$ cat src/rtl/sub_osc_pkg.sv
// sub_osc_pkg: shared state encoding, stabilization limit table and parameter defaults for sub_osc_seq
package sub_osc_pkg;
    typedef enum logic [2:0] {ST_OFF, ST_START, ST_STAB, ST_RUN, ST_STOPPING} state_e;
    localparam int SYNC_STG_DEF = 2;
    localparam int STOP_WAIT_DEF = 4;
    localparam int TO_LIMIT_DEF = 65535;
    localparam logic [14:0] STAB_LIM [4] = '{15'd256, 15'd1024, 15'd4096, 15'd16384};
endpackage

$ cat src/rtl/sub_osc_seq_if.sv
// sub_osc_seq_if: control/status bundle of the sub-oscillator sequencer; TOERR exists only with SUBOSC_TIMEOUT_EN
interface sub_osc_seq_if;
    logic       OSCSELS;
    logic       START_REQ;
    logic       STOP_REQ;
    logic [1:0] STABSEL;
    logic       RTCREQ;
    logic       SUBCKIN;
    logic       XTSTOP;
    logic       CPUCLKEN;
    logic       RTCCLKEN;
    logic       STABLE;
    logic       BUSY;
`ifdef SUBOSC_TIMEOUT_EN
    logic       TOERR;
    modport master (output OSCSELS, START_REQ, STOP_REQ, STABSEL, RTCREQ, SUBCKIN,
                    input XTSTOP, CPUCLKEN, RTCCLKEN, STABLE, BUSY, TOERR);
    modport slave (input OSCSELS, START_REQ, STOP_REQ, STABSEL, RTCREQ, SUBCKIN,
                   output XTSTOP, CPUCLKEN, RTCCLKEN, STABLE, BUSY, TOERR);
`else
    modport master (output OSCSELS, START_REQ, STOP_REQ, STABSEL, RTCREQ, SUBCKIN,
                    input XTSTOP, CPUCLKEN, RTCCLKEN, STABLE, BUSY);
    modport slave (input OSCSELS, START_REQ, STOP_REQ, STABSEL, RTCREQ, SUBCKIN,
                   output XTSTOP, CPUCLKEN, RTCCLKEN, STABLE, BUSY);
`endif
endinterface

$ cat src/rtl/sub_osc_sync.sv
// sub_osc_sync: SYNC_STG-flop synchronizer for the async sub clock plus a one-cycle rising-edge pulse
module sub_osc_sync
    import sub_osc_pkg::*;
#(
    parameter int SYNC_STG = SYNC_STG_DEF
) (
    input  logic CLK,
    input  logic RESET,
    input  logic sub_ck,
    output logic sub_rise
);
    logic [SYNC_STG-1:0] sync_q, sync_d;
    logic edge_q, edge_d;
    always_comb begin
        sync_d = {sync_q[SYNC_STG-2:0], sub_ck};
        edge_d = sync_q[SYNC_STG-1];
    end
    assign sub_rise = sync_q[SYNC_STG-1] & ~edge_q;
    always_ff @(posedge CLK) begin
        if (RESET) begin
            sync_q <= '0;
            edge_q <= 1'b0;
        end else begin
            sync_q <= sync_d;
            edge_q <= edge_d;
        end
    end
endmodule

$ cat src/rtl/sub_osc_seq.sv
// sub_osc_seq: sub-oscillator start/stabilize/run/stop sequencer with registered outputs.
// Optional SUBOSC_TIMEOUT_EN adds a missing-edge watchdog with sticky TOERR.
module sub_osc_seq
    import sub_osc_pkg::*;
#(
    parameter int SYNC_STG  = SYNC_STG_DEF,
    parameter int STOP_WAIT = STOP_WAIT_DEF,
    parameter int TO_LIMIT  = TO_LIMIT_DEF
) (
    input logic           CLK,
    input logic           RESET,
    sub_osc_seq_if.slave  bus
);
    state_e state_q, state_d;
    logic [14:0] cnt_q, cnt_d;
    logic [1:0] sel_q, sel_d;
    logic [3:0] wait_q, wait_d;
    logic xtstop_q, xtstop_d, cpuen_q, cpuen_d, rtcen_q, rtcen_d, stable_q, stable_d, busy_q, busy_d;
    logic sub_rise, to_hit, last_edge;

    sub_osc_sync #(.SYNC_STG(SYNC_STG)) u_sync (
        .CLK(CLK), .RESET(RESET), .sub_ck(bus.SUBCKIN), .sub_rise(sub_rise)
    );

`ifdef SUBOSC_TIMEOUT_EN
    logic [15:0] to_q, to_d;
    logic toerr_q, toerr_d;
    assign to_hit = (state_q == ST_STAB || state_q == ST_RUN) && to_q == 16'(TO_LIMIT - 1);
    always_comb begin
        to_d = (sub_rise || state_d != state_q) ? '0 : to_q + 16'd1;
        toerr_d = toerr_q | to_hit;
    end
    always_ff @(posedge CLK) begin
        if (RESET) begin
            to_q <= '0;
            toerr_q <= 1'b0;
        end else begin
            to_q <= to_d;
            toerr_q <= toerr_d;
        end
    end
    assign bus.TOERR = toerr_q;
`else
    assign to_hit = 1'b0;
`endif

    assign last_edge = sub_rise && cnt_q == STAB_LIM[sel_q] - 15'd1;

    always_ff @(posedge CLK) begin
        if (RESET) begin
            state_q <= ST_OFF;
            cnt_q <= '0;
            sel_q <= '0;
            wait_q <= '0;
            xtstop_q <= 1'b1;
            cpuen_q <= 1'b0;
            rtcen_q <= 1'b0;
            stable_q <= 1'b0;
            busy_q <= 1'b0;
        end else begin
            state_q <= state_d;
            cnt_q <= cnt_d;
            sel_q <= sel_d;
            wait_q <= wait_d;
            xtstop_q <= xtstop_d;
            cpuen_q <= cpuen_d;
            rtcen_q <= rtcen_d;
            stable_q <= stable_d;
            busy_q <= busy_d;
        end
    end

    // STOP_REQ beats START_REQ; watchdog and OSCSELS loss override everything else
    always_comb begin
        state_d = state_q;
        unique case (state_q)
            ST_OFF:      state_d = (bus.START_REQ && !bus.STOP_REQ) ? ST_START : ST_OFF;
            ST_START:    state_d = bus.STOP_REQ ? ST_STOPPING : ST_STAB;
            ST_STAB:     state_d = bus.STOP_REQ ? ST_STOPPING : last_edge ? ST_RUN : ST_STAB;
            ST_RUN:      state_d = bus.STOP_REQ ? ST_STOPPING : ST_RUN;
            ST_STOPPING: state_d = wait_q == 4'(STOP_WAIT - 1) ? ST_OFF : ST_STOPPING;
            default:     state_d = ST_OFF;
        endcase
        if (to_hit) state_d = ST_STOPPING;
        if (!bus.OSCSELS) state_d = ST_OFF;
    end

    always_comb begin
        cnt_d = state_d != ST_STAB ? '0 : (sub_rise && state_q == ST_STAB) ? cnt_q + 15'd1 : cnt_q;
        sel_d = state_d == ST_START ? bus.STABSEL : sel_q;
        wait_d = state_q == ST_STOPPING ? wait_q + 4'd1 : '0;
        xtstop_d = state_d == ST_OFF;
        cpuen_d = state_d == ST_RUN;
        rtcen_d = state_d == ST_RUN && bus.RTCREQ;
        stable_d = state_d == ST_RUN;
        busy_d = state_d == ST_START || state_d == ST_STAB || state_d == ST_STOPPING;
    end

    assign bus.XTSTOP = xtstop_q;
    assign bus.CPUCLKEN = cpuen_q;
    assign bus.RTCCLKEN = rtcen_q;
    assign bus.STABLE = stable_q;
    assign bus.BUSY = busy_q;
endmodule

$ cat src/flat_wrapper.sv
// flat-port wrapper written by rule: the top's interface ports become plain ports
module sub_osc_seq_flat import sub_osc_pkg::*;
#(
    parameter int SYNC_STG  = SYNC_STG_DEF,
    parameter int STOP_WAIT = STOP_WAIT_DEF,
    parameter int TO_LIMIT  = TO_LIMIT_DEF
)
  (CLK, RESET, bus_OSCSELS, bus_START_REQ, bus_STOP_REQ, bus_STABSEL, bus_RTCREQ, bus_SUBCKIN, bus_XTSTOP, bus_CPUCLKEN, bus_RTCCLKEN, bus_STABLE, bus_BUSY);
  sub_osc_seq_if bus_i ();
  input logic CLK;
  input logic RESET;
  input wire logic [$bits(bus_i.OSCSELS)-1:0] bus_OSCSELS;
  input wire logic [$bits(bus_i.START_REQ)-1:0] bus_START_REQ;
  input wire logic [$bits(bus_i.STOP_REQ)-1:0] bus_STOP_REQ;
  input wire logic [$bits(bus_i.STABSEL)-1:0] bus_STABSEL;
  input wire logic [$bits(bus_i.RTCREQ)-1:0] bus_RTCREQ;
  input wire logic [$bits(bus_i.SUBCKIN)-1:0] bus_SUBCKIN;
  output wire logic [$bits(bus_i.XTSTOP)-1:0] bus_XTSTOP;
  output wire logic [$bits(bus_i.CPUCLKEN)-1:0] bus_CPUCLKEN;
  output wire logic [$bits(bus_i.RTCCLKEN)-1:0] bus_RTCCLKEN;
  output wire logic [$bits(bus_i.STABLE)-1:0] bus_STABLE;
  output wire logic [$bits(bus_i.BUSY)-1:0] bus_BUSY;
  assign bus_i.OSCSELS = bus_OSCSELS;
  assign bus_i.START_REQ = bus_START_REQ;
  assign bus_i.STOP_REQ = bus_STOP_REQ;
  assign bus_i.STABSEL = bus_STABSEL;
  assign bus_i.RTCREQ = bus_RTCREQ;
  assign bus_i.SUBCKIN = bus_SUBCKIN;
  assign bus_XTSTOP = bus_i.XTSTOP;
  assign bus_CPUCLKEN = bus_i.CPUCLKEN;
  assign bus_RTCCLKEN = bus_i.RTCCLKEN;
  assign bus_STABLE = bus_i.STABLE;
  assign bus_BUSY = bus_i.BUSY;
  sub_osc_seq #(.SYNC_STG(SYNC_STG), .STOP_WAIT(STOP_WAIT), .TO_LIMIT(TO_LIMIT)) u_core (.CLK(CLK), .RESET(RESET), .bus(bus_i));
endmodule
$ cat config.mk
export PLATFORM = sky130hd
export DESIGN_NAME = sub_osc_seq_flat
export DESIGN_NICKNAME = d
export VERILOG_FILES = /design/src/rtl/sub_osc_pkg.sv /design/src/rtl/sub_osc_seq_if.sv /design/src/rtl/sub_osc_sync.sv /design/src/rtl/sub_osc_seq.sv /design/src/flat_wrapper.sv
export SDC_FILE = /design/constraint.sdc
export NUM_CORES = 1
export LEC_CHECK = 0
export ABC_AREA = 1
export CAP_MARGIN = 20
export CORE_MARGIN = 3
export CORE_UTILIZATION = 55
export DETAILED_ROUTE_END_ITERATION = 12
export PLACE_DENSITY = 0.84
export REMOVE_ABC_BUFFERS = 1
export SETUP_SLACK_MARGIN = 0.05
export SLEW_MARGIN = 30
export SYNTH_ARGS = -nofsm -noshare
export SYNTH_HDL_FRONTEND = slang
export SYNTH_SLANG_ARGS = --single-unit
export TNS_END_PERCENT = 10
$ cat constraint.sdc
create_clock -name CLK -period 3.2 [get_ports CLK]
set_input_delay 0.96 -clock CLK [delete_from_list [all_inputs] [get_ports CLK]]
set_output_delay 0.96 -clock CLK [all_outputs]
set_load 0.005 [all_outputs]
# After elaboration in Yosys (flattened, before gate mapping)

Index checks and enable logic that the tools add are counted.

Input bits: 9
Bits in registers: 31
Latch bits: 0
Word-level logic and storage cells: 51
Bits in read-only memories: 0
Output and inout bits: 5
Bits in writable memories: 0
Memories kept: 0

Multipliers: 0
Multiplexer cells: 11
Shifts and indexed selects: 0
Bitwise operators: 4
Equal/unequal tests: 11
Divide/modulo/power cells: 0
Add/sub/neg operators: 3
Order comparisons: 1
Reductions and logical operators: 11

Operators by type and width:

| cell                                                     | number |
|---|---|
| binary-select mux 15 bit (select 2 bit)                  | 1 |
| 2-to-1 mux 15 bit                                        | 2 |
| adder 15 x 1 -> 15 bit, second input constant            | 1 |
| == test 15 bit                                           | 1 |
| 2-to-1 mux 3 bit                                         | 5 |
| one-hot mux 3 bit (5 select lines)                       | 1 |
| subtractor 15 x 1 -> 15 bit, second input constant       | 1 |
| == test 3 x 2 -> 1 bit, second input constant            | 4 |
| == test 3 x 1 -> 1 bit, second input constant            | 2 |
| == test 3 bit, second input constant                     | 2 |
| logical NOT 3 bit                                        | 2 |
| adder 4 x 1 -> 4 bit, second input constant              | 1 |
| == test 4 x 2 -> 1 bit, second input constant            | 1 |
| logical AND 1 bit                                        | 4 |
| OR reduction 2 bit                                       | 2 |
| greater-or-equal comparator 3 bit, second input constant | 1 |
| inequality test 3 x 2 -> 1 bit, second input constant    | 1 |
| NOT 2 -> 3 bit                                           | 1 |
| logical OR 1 bit                                         | 2 |
| 2-to-1 mux 1 bit                                         | 2 |
| NOT 1 bit                                                | 2 |
| AND 1 bit                                                | 1 |
| logical NOT 1 bit                                        | 1 |

# Depth between registers and ports, before layout

Depth after elaboration: 14
Depth in mapped cells: 14
Gate-level depth less buffers: 14

# Cells and area by module

From an unflattened synthesis, not the netlist that was laid out.

Cell total of the unflattened synthesis: 193
Area total of the unflattened synthesis: 1455.1 um^2

By module, submodules not included:

| module       | seq. area each (um^2) | times used | cells an instance | area an instance (um^2) |
|---|---|---|---|---|
| sub_osc_seq  | 560.5                 | 1          | 183               | 1368.8 |
| sub_osc_sync | 60.1                  | 1          | 10                | 86.3 |

# Least setup slack after synthesis

Ideal clock, no wire load.

Kind: input-to-reg
Start: input bus_OSCSELS
End: register u_core.cnt_q[1]
Path slack: 1347 ps
Cell stages on the path: 7
Setup time: 70 ps
Buffers on the path: 1
Arrival: 1784 ps
Path through: inv_1 -> nor4_1 -> inv_1 -> nor2_4 -> nand2_4 -> buf_6 -> a21oi_1

Cells in the longest elaborated chain, start to end: 3

RTL lines:

| what                                | line               | RTL |
|---|---|---|
| start, declared                     | flat_wrapper.sv:12 | `input wire logic [$bits(bus_i.OSCSELS)-1:0] bus_OSCSELS;` |
| 2-to-1 mux 3 bit                    | sub_osc_seq.sv:85  | `if (!bus.OSCSELS) state_d = ST_OFF;` |
| inequality test 3 x 2 -> 1 bit      | sub_osc_seq.sv:89  | `cnt_d = state_d != ST_STAB ? '0 : (sub_rise && state_q == ST_STAB) ? cnt_q + 15'd1 : cnt_q;` |
| OR reduction 2 bit (no source line) | n/a                |  |
| end signal, assigned                | sub_osc_seq.sv:62  | `cnt_q <= cnt_d;` |
| end, declared                       | sub_osc_seq.sv:15  | `logic [14:0] cnt_q, cnt_d;` |

No other way between the ends.
A chain may end at the register's enable or synchronous reset.

# Worst setup path after layout

Start: register u_core.cpuen_q, in the netlist u_core.bus.CPUCLKEN
End: output bus_CPUCLKEN

RTL lines:

| what                   | line               | RTL |
|---|---|---|
| start, declared        | sub_osc_seq.sv:18  | `logic xtstop_q, xtstop_d, cpuen_q, cpuen_d, rtcen_q, rtcen_d, stable_q, stable_d, busy_q, busy_d;` |
| start signal, assigned | sub_osc_seq.sv:66  | `cpuen_q <= cpuen_d;` |
| end, declared          | flat_wrapper.sv:19 | `output wire logic [$bits(bus_i.CPUCLKEN)-1:0] bus_CPUCLKEN;` |

No word-level cell between the ends.

==> Flow_metrics.wiki <==
{| class="wikitable"
! Metric !! Value
|-
| Result of the run || finished, final reports clean
|-
| Drt initial violations || 40
|-
| ANT cells || 0
|-
| Resized Gates After CTS || 0
|-
| Placement row count || 18
|-
| Critical-path maximum fanout || 2
|-
| Global-route congestion overflow total || 0
|-
| CP cell instances || clkdlybuf4s50_1
|-
| Gpl congestion || 0.837
|-
| Data arrival at the endpoint of the critical path || 1.19 ns
|-
| Count of synthesis-stage warnings from yosys || 0
|-
| Overall die height || 58.1 um
|-
| Data required time at the worst endpoint || 2.24 ns
|-
| Cells after synthesis || 205
|-
| Start-to-end type of the worst setup path || register to primary output
|-
| Synthesis-to-layout area growth || 15.5%
|-
| Pins Over Slew Limit || 0
|-
| Most numerous cell types in the synthesized netlist || sky130_fd_sc_hd__nand2_1, sky130_fd_sc_hd__nor2_1, sky130_fd_sc_hd__dfxtp_1
|-
| Slew headroom || 76.4%
|-
| Kind of capture point of the worst setup path || primary output
|-
| Vias || 1238
|-
| Sinks on the clock net || 31
|-
| Final antenna-violating net count || 0
|-
| Proportion of synthesized flip-flops having asynchronous set or reset || 0%
|-
| Total count of hold-check failures in the final report || 0
|-
| Flip-flop and latch count after synthesis || 31
|-
| Count of placed standard cells in the final layout, fillers left out || 253
|-
| P_leak || 0.693 nW
|-
| Pin count of the biggest net entering global routing || 15
|-
| Hold-fix buffer count after cts || 0
|-
| Post-detailed-route wirelength per cell || 10.2 um
|-
| Number of I/O pins || 14
|-
| Top cells by area, synth || sky130_fd_sc_hd__dfxtp_1, sky130_fd_sc_hd__nand2_1, sky130_fd_sc_hd__nor2_1
|-
| Initial standard-cell utilization of the core || 59.2%
|-
| First-pass iteration count of the detailed router || 4
|-
| Main synth FF type || sky130_fd_sc_hd__dfxtp_1
|-
| Top-count cell post-synth || sky130_fd_sc_hd__nand2_1
|-
| First-pass GRT wire length || 4.69 mm
|-
| Total of endpoints with negative setup slack in the final report || 0
|-
| Power Density || 442 nW/um^2
|-
| H-Tree Depth || 2
|-
| Hold Crit Class || register to register
|-
| Post-route clock period utilization || 67.1%
|-
| Layer carrying the most global-route usage || met2
|-
| Worst skew pair latency || 0.34 ns
|-
| Unique cell type count in the Yosys netlist || 28
|-
| R2R depth || 12
|-
| Met2 GRT Util || 28.1%
|-
| Num CTS Buffers || 5
|-
| Global Route Usage Sum || 18.5%
|-
| Critical path depth || 1
|-
| Input/output buffers || 13
|-
| Number of flops mapped to enable cells by yosys || 0
|-
| Overall die area || 3380 um^2
|-
| TritonCTS clock tree || built
|-
| Setup skew after layout || 0.00397 ns
|-
| Fraction of synthesized cell area taken by the top area cell type || 41.5%
|-
| Max stage delay on crit path || 0.51 ns
|-
| Maximum buffer depth of the clock tree || 2
|-
| Top achievable clock speed || 466 MHz
|-
| Vias in the first global route || 1149
|-
| Actual transition at the worst max-transition pin || 0.354 ns
|-
| Fraction of layout cells with a size suffix above 1 || 11.2%
|-
| Number of remaining DRC errors || 0
|-
| Sequential-to-total area share from yosys stat || 41.5%
|-
| Top delay family on crit path || buffers and inverters
|-
| Cell depth of the worst hold path || 2
|-
| Maximum Capacitance Violations || 0
|-
| Met1 routing resource usage after global routing || 22.4%
|-
| Final design instance area without fill || 1730 um^2
|-
| Fraction of met3 tracks used by global routing || 5.12%
|-
| Initial antenna violation count || 0
|-
| Cell type of the slowest stage on the worst timing path || sky130_fd_sc_hd__clkdlybuf4s50_1
|-
| Clock Root Buffer || sky130_fd_sc_hd__clkbuf_4
|-
| Worst Setup Start Kind || register
|-
| Post-Synthesis Cell Area || 1490 um^2
|-
| Std-Cell Core Area || 2520 um^2
|-
| Placed cell count || 245
|-
| Worst IR drop on VDD || 0.385 mV
|-
| Via-to-Cell Ratio || 4.89
|-
| DP HPWL || 1.91 mm
|-
| Total setup buffers inserted after CTS || 0
|-
| Largest area contributor in the synthesized netlist || sky130_fd_sc_hd__dfxtp_1
|-
| Setup repair after global routing missed its margin || false
|-
| Total wire length || 2.58 mm
|-
| Die boundary width || 58.1 um
|-
| Total number of nets in the final design || 234
|-
| Worst path buffer plus inverter count || 1
|-
| Clock period minus worst slack || 2.15 ns
|-
| CTS clk-pin slew, worst paths || 0.09 ns
|-
| Mean post-synth cell area || 7.29 um^2
|-
| Placed Area || 1640 um^2
|-
| TNS Setup || 0 ns
|}
worst register-to-register path, stage by stage, from the launching register on:
cell	delay, ns
sky130_fd_sc_hd__dfxtp_1	0.34
sky130_fd_sc_hd__inv_1	0.09
sky130_fd_sc_hd__nand2_1	0.09
sky130_fd_sc_hd__ha_1	0.30
sky130_fd_sc_hd__nor2_1	0.04
sky130_fd_sc_hd__nor2_1	0.10
sky130_fd_sc_hd__nand3_1	0.07
sky130_fd_sc_hd__nor2_1	0.10
sky130_fd_sc_hd__nand2_1	0.08
sky130_fd_sc_hd__nand2_2	0.11
sky130_fd_sc_hd__nand2_4	0.09
sky130_fd_sc_hd__nand2_4	0.16
sky130_fd_sc_hd__nor2_1	0.07
sequential cells by signal, indices dropped and copies added, names as in the netlist:
name,flops
u_core.bus.CPUCLKEN,1
u_core.cnt_q,15
u_core.bus.XTSTOP,1
u_core.wait_q,4
u_core.u_sync.sync_q,2
u_core.bus.RTCCLKEN,1
u_core.u_sync.edge_q,1
u_core.bus.BUSY,1
u_core.state_q,3
u_core.sel_q,2
per-stage QoR:
stage	worst slack [ns]	total power, W	hold WS, ns	util, %
5_1_grt	0.997	0.000798	0.436	68.4
4_1_cts	1.03	0.000774	0.413	68.4
2_1_floorplan	1.40	0.000429	0.388	-
6_report	1.05	0.000763	0.409	68.4
3_3_place_gp	0.822	0.000447	0.399	65.0
3_5_place_dp	0.804	0.000449	0.398	65.0
power breakdown:
| group | switching, W | leakage [nW] | internal, W | total, W |
|---|---|---|---|---|
| Sequential | 0.00000228 | 0.251 | 0.000390 | 0.000392 |
| Clock | 0.000139 | 0.0482 | 0.000184 | 0.000323 |
| Combinational | 0.0000253 | 0.394 | 0.0000223 | 0.0000475 |
layout by cell type, fill, tap and decap left out:
| cell | instances |
|---|---|
| sky130_fd_sc_hd__a211oi_4 | 1 |
| sky130_fd_sc_hd__a21oi_1 | 11 |
| sky130_fd_sc_hd__a31oi_1 | 1 |
| sky130_fd_sc_hd__bufinv_16 | 1 |
| sky130_fd_sc_hd__clkbuf_4 | 5 |
| sky130_fd_sc_hd__clkbuf_8 | 1 |
| sky130_fd_sc_hd__clkdlybuf4s50_1 | 13 |
| sky130_fd_sc_hd__clkinv_2 | 1 |
| sky130_fd_sc_hd__dfxtp_1 | 31 |
| sky130_fd_sc_hd__ha_1 | 3 |
| sky130_fd_sc_hd__inv_1 | 30 |
| sky130_fd_sc_hd__inv_2 | 1 |
| sky130_fd_sc_hd__nand2_1 | 48 |
| sky130_fd_sc_hd__nand2_2 | 2 |
| sky130_fd_sc_hd__nand2_4 | 3 |
| sky130_fd_sc_hd__nand3_1 | 8 |
| sky130_fd_sc_hd__nand3_2 | 1 |
| sky130_fd_sc_hd__nand3b_1 | 1 |
| sky130_fd_sc_hd__nand4_1 | 4 |
| sky130_fd_sc_hd__nor2_1 | 32 |
| sky130_fd_sc_hd__nor2_2 | 2 |
| sky130_fd_sc_hd__nor2_4 | 3 |
| sky130_fd_sc_hd__nor3_1 | 2 |
| sky130_fd_sc_hd__nor3b_1 | 1 |
| sky130_fd_sc_hd__nor4_1 | 1 |
| sky130_fd_sc_hd__o21ai_0 | 3 |
| sky130_fd_sc_hd__or2_0 | 1 |
| sky130_fd_sc_hd__or2_2 | 4 |
| sky130_fd_sc_hd__xnor2_1 | 4 |
| sky130_fd_sc_hd__xor2_1 | 4 |
path summary, 6_finish.rpt:
path | end | from | slack (ns)
setup / recovery | bus_CPUCLKEN | u_core.bus.CPUCLKEN | 1.05
setup reg to reg | u_core.cnt_q[4] | u_core.sel_q[1] | 1.46
hold / removal | u_core.u_sync.sync_q[1] | u_core.u_sync.sync_q[0] | 0.41
hold reg to reg | u_core.u_sync.sync_q[1] | u_core.u_sync.sync_q[0] | 0.41
cell families (layout without fill, tap and decap cells):
group | after synthesis | after routing | synth area share [%]
xor gates and xnor gates | 8 | 8 | 4.69
AOI/OAI and AO/OA | 16 | 16 | 6.45
and+or+nand+nor | 113 | 113 | 35.5
adders and majority gates | 3 | 3 | 2.51
DFF | 31 | 31 | 41.5
buffers and inverters | 34 | 52 | 9.30
routing by layer:
| layer | vias to the layer above | routed length (um) |
|---|---|---|
| met4 | 0 | 56 |
| met2 | 29 | 1150 |
| met1 | 537 | 1230 |
| met5 | - | 0 |
| li1 | 664 | - |
| met3 | 8 | 140 |
final cells by class:
| class | count | area, um^2 |
|---|---|---|
| clock buffer | 6 | 51.3 |
| timing repair buffer | 13 | 130 |
| sequential | 31 | 621 |
| tap | 30 | 37.5 |
| inverter | 31 | 116 |
| multi-input combinational | 140 | 734 |
| fill | 223 | 797 |
| clock inverter | 2 | 35.0 |
Power figures use the tool's default switching activity.
==> variant: new RTL, same flow settings <==
The package constant `SYNC_STG_DEF` goes from 2 to 4.
--- a/src/rtl/sub_osc_pkg.sv
+++ b/src/rtl/sub_osc_pkg.sv
@@ -1,7 +1,7 @@
 // sub_osc_pkg: shared state encoding, stabilization limit table and parameter defaults for sub_osc_seq
 package sub_osc_pkg;
     typedef enum logic [2:0] {ST_OFF, ST_START, ST_STAB, ST_RUN, ST_STOPPING} state_e;
-    localparam int SYNC_STG_DEF = 2;
+    localparam int SYNC_STG_DEF = 4;
     localparam int STOP_WAIT_DEF = 4;
     localparam int TO_LIMIT_DEF = 65535;
     localparam logic [14:0] STAB_LIM [4] = '{15'd256, 15'd1024, 15'd4096, 15'd16384};
Behaviour: same outputs for any inputs over 10 cycles, from zero or initial values and one cycle with RESET high; that may be too few to reach the edited logic, so the function may still have changed.
==> variant against the original RTL <==
Count of clock-buffer cells in the layout unchanged. Cell count down 4.0%. Final area up 0.94%. Die area up 1.1%. Wire length up 2.6%. Via count down 1.9%. Critical path depth unchanged. Synthesized area up 1.2%. Total power up 3.9%. Synthesized cell count down 4.9%. Clock power up 2%. Sequential cell count up 2. Hold slack better by 0.0026 ns. Worst setup slack worse by 0.017 ns.
==> variant: results (changes against the original RTL) <==
[detailed_routing]
drt_iter0_drc = 26  ; -35%
routed_via_density = 4.996  ; +2.1%
drcViolationCount = 0  ; unchanged
routedWlPerCell_um = 10.89  ; +6.8%
wl_met1_mm = 1.126  ; -8.5%
top_layer_used = met4
wl_met3_um = 151  ; +7.9%
wl_met2_mm = 1.331  ; +15%

[sta]
setup_violations = 0  ; unchanged
slew_headroom_pct = 74.74  ; -1.6 points
skew_ns = 0.009637  ; +0.005665 ns

[global_routing]
grt_use_total_pct = 18.86  ; +0.32 points
grt_pass1_wl_mm = 4.809  ; +2.5%
met2_usage_pct = 30.78  ; +2.7 points
grtUsageMet1_pct = 20.66  ; -1.7 points
grt_max_degree = 16  ; +1
gr-usage-met3_pct = 8.333  ; +3.2 points
grt_antenna_before_repair = 0  ; unchanged
grt_pass1_vias = 1194  ; +3.9%

[power]
max-vdd-ir-drop_v = 0.0003916  ; +1.8%
leakagePower_nw = 0.7263  ; +4.9%

[critical_path]
critical_path.top_delay_family = buffers and inverters
r2r_start = u_core.sel_q[1]
reg2reg_to = u_core.bus.RTCCLKEN
r2r_slack_ns = 1.20  ; -0.26 ns
worstRegToRegCells = 17  ; +5
crit_start = u_core.bus.CPUCLKEN
cp.arrival_ns = 1.20
max_stage_delay_ns = 0.51  ; about the same

[placement]
hpwlAfterDp_mm = 2.037  ; +6.5%
place_congestion = 0.7825  ; -6.6%
place.port_buffers = 13  ; unchanged

[cells_and_area]
stdcell_count = 243  ; -4.0%
layout-drive-gt1-share_pct = 11.27  ; +0.057 points
top_regs = u_core.cnt_q x15, u_core.u_sync.sync_q x4, u_core.wait_q x4
antenna_cells = 0  ; unchanged
finalNetCount = 224  ; -4.3%

[synthesis]
synth_area_leaders = dfxtp_1, nor2_1, nand2_1
synth.distinct_cells = 26  ; -7.1%
synthTopCellsByCount = nor2_1, nand2_1, dfxtp_1
yosysSeqAreaShare_pct = 43.71  ; +2.2 points
yosysMostFrequentCell = nor2_1
synth_cells = 195  ; -4.9%

[clocking]
cts_resized = 0  ; unchanged
clock_latency_ns = 0.34  ; about the same
clkSlewWorstSetupHoldPaths_ns = 0.11  ; +0.02 ns
clock_path_buffers = 2  ; unchanged
h-tree-depth = 2  ; unchanged
cts_buffers = 5  ; unchanged

[hold_path]
hold-path-endpoint = u_core.u_sync.sync_q[1]

[outcome]
outcome = completed

==> variant: power by group <==
| part | switching [mW] | total [mW] | internal, mW |
|---|---|---|---|
| combinational | 0.0241 | 0.0449 | 0.0208 |
| sequential | 0.00237 | 0.418 | 0.415 |
| clock | 0.145 | 0.331 | 0.186 |
| total | 0.171 | 0.793 | 0.622 |
==> variant: metrics by stage <==
stage	hold slack (ns)	utilization (%)	setup slack, ns	area (um2)
detailed placement	0.4009	64.95	0.7538	1653
global placement	0.3933	64.95	0.8467	1653
finish	0.4118	68.44	1.037	1742
global route	0.4398	68.44	0.9425	1742
floorplan	0.3883	-	1.399	1485
CTS	0.4164	68.44	1.018	1742
==> variant: worst min-delay path, stage by stage, from the launching register on <==
cell,delay [ns]
dfxtp_1,0.31
inv_1,0.04
nor2_1,0.03
==> variant: layout make-up <==
class                   instances  area [um2]
fillers                       223       803.3
multi-input cells             130       715.7
flip-flops and latches         33       660.6
repair buffers                 13       130.1
inverters                      29       108.9
clock buffers                   6       51.30
clock inverters                 2       37.54
well taps                      30       37.54
==> variant: logic make-up (layout without fill, tap and decap cells) <==
group,Yosys count,after routing,synth area share (%)
xor gates and xnor gates,15,15,8.692
buffers and inverters,32,50,8.940
and+or+nand+nor,106,106,33.94
adders and majority gates,3,3,2.484
DFF,33,33,43.71
AOI/OAI and AO/OA,6,6,2.236
==> variant: worst max-delay path by stage <==
stage,to,slack (ns),cells past startpoint
floorplan,u_core.cnt_q[1],1.40,5
global placement,u_core.cnt_q[1],0.85,5
detailed placement,u_core.cnt_q[9],0.75,5
CTS,bus_CPUCLKEN,1.02,1
global route,u_core.cnt_q[9],0.94,16
finish,bus_CPUCLKEN,1.04,1
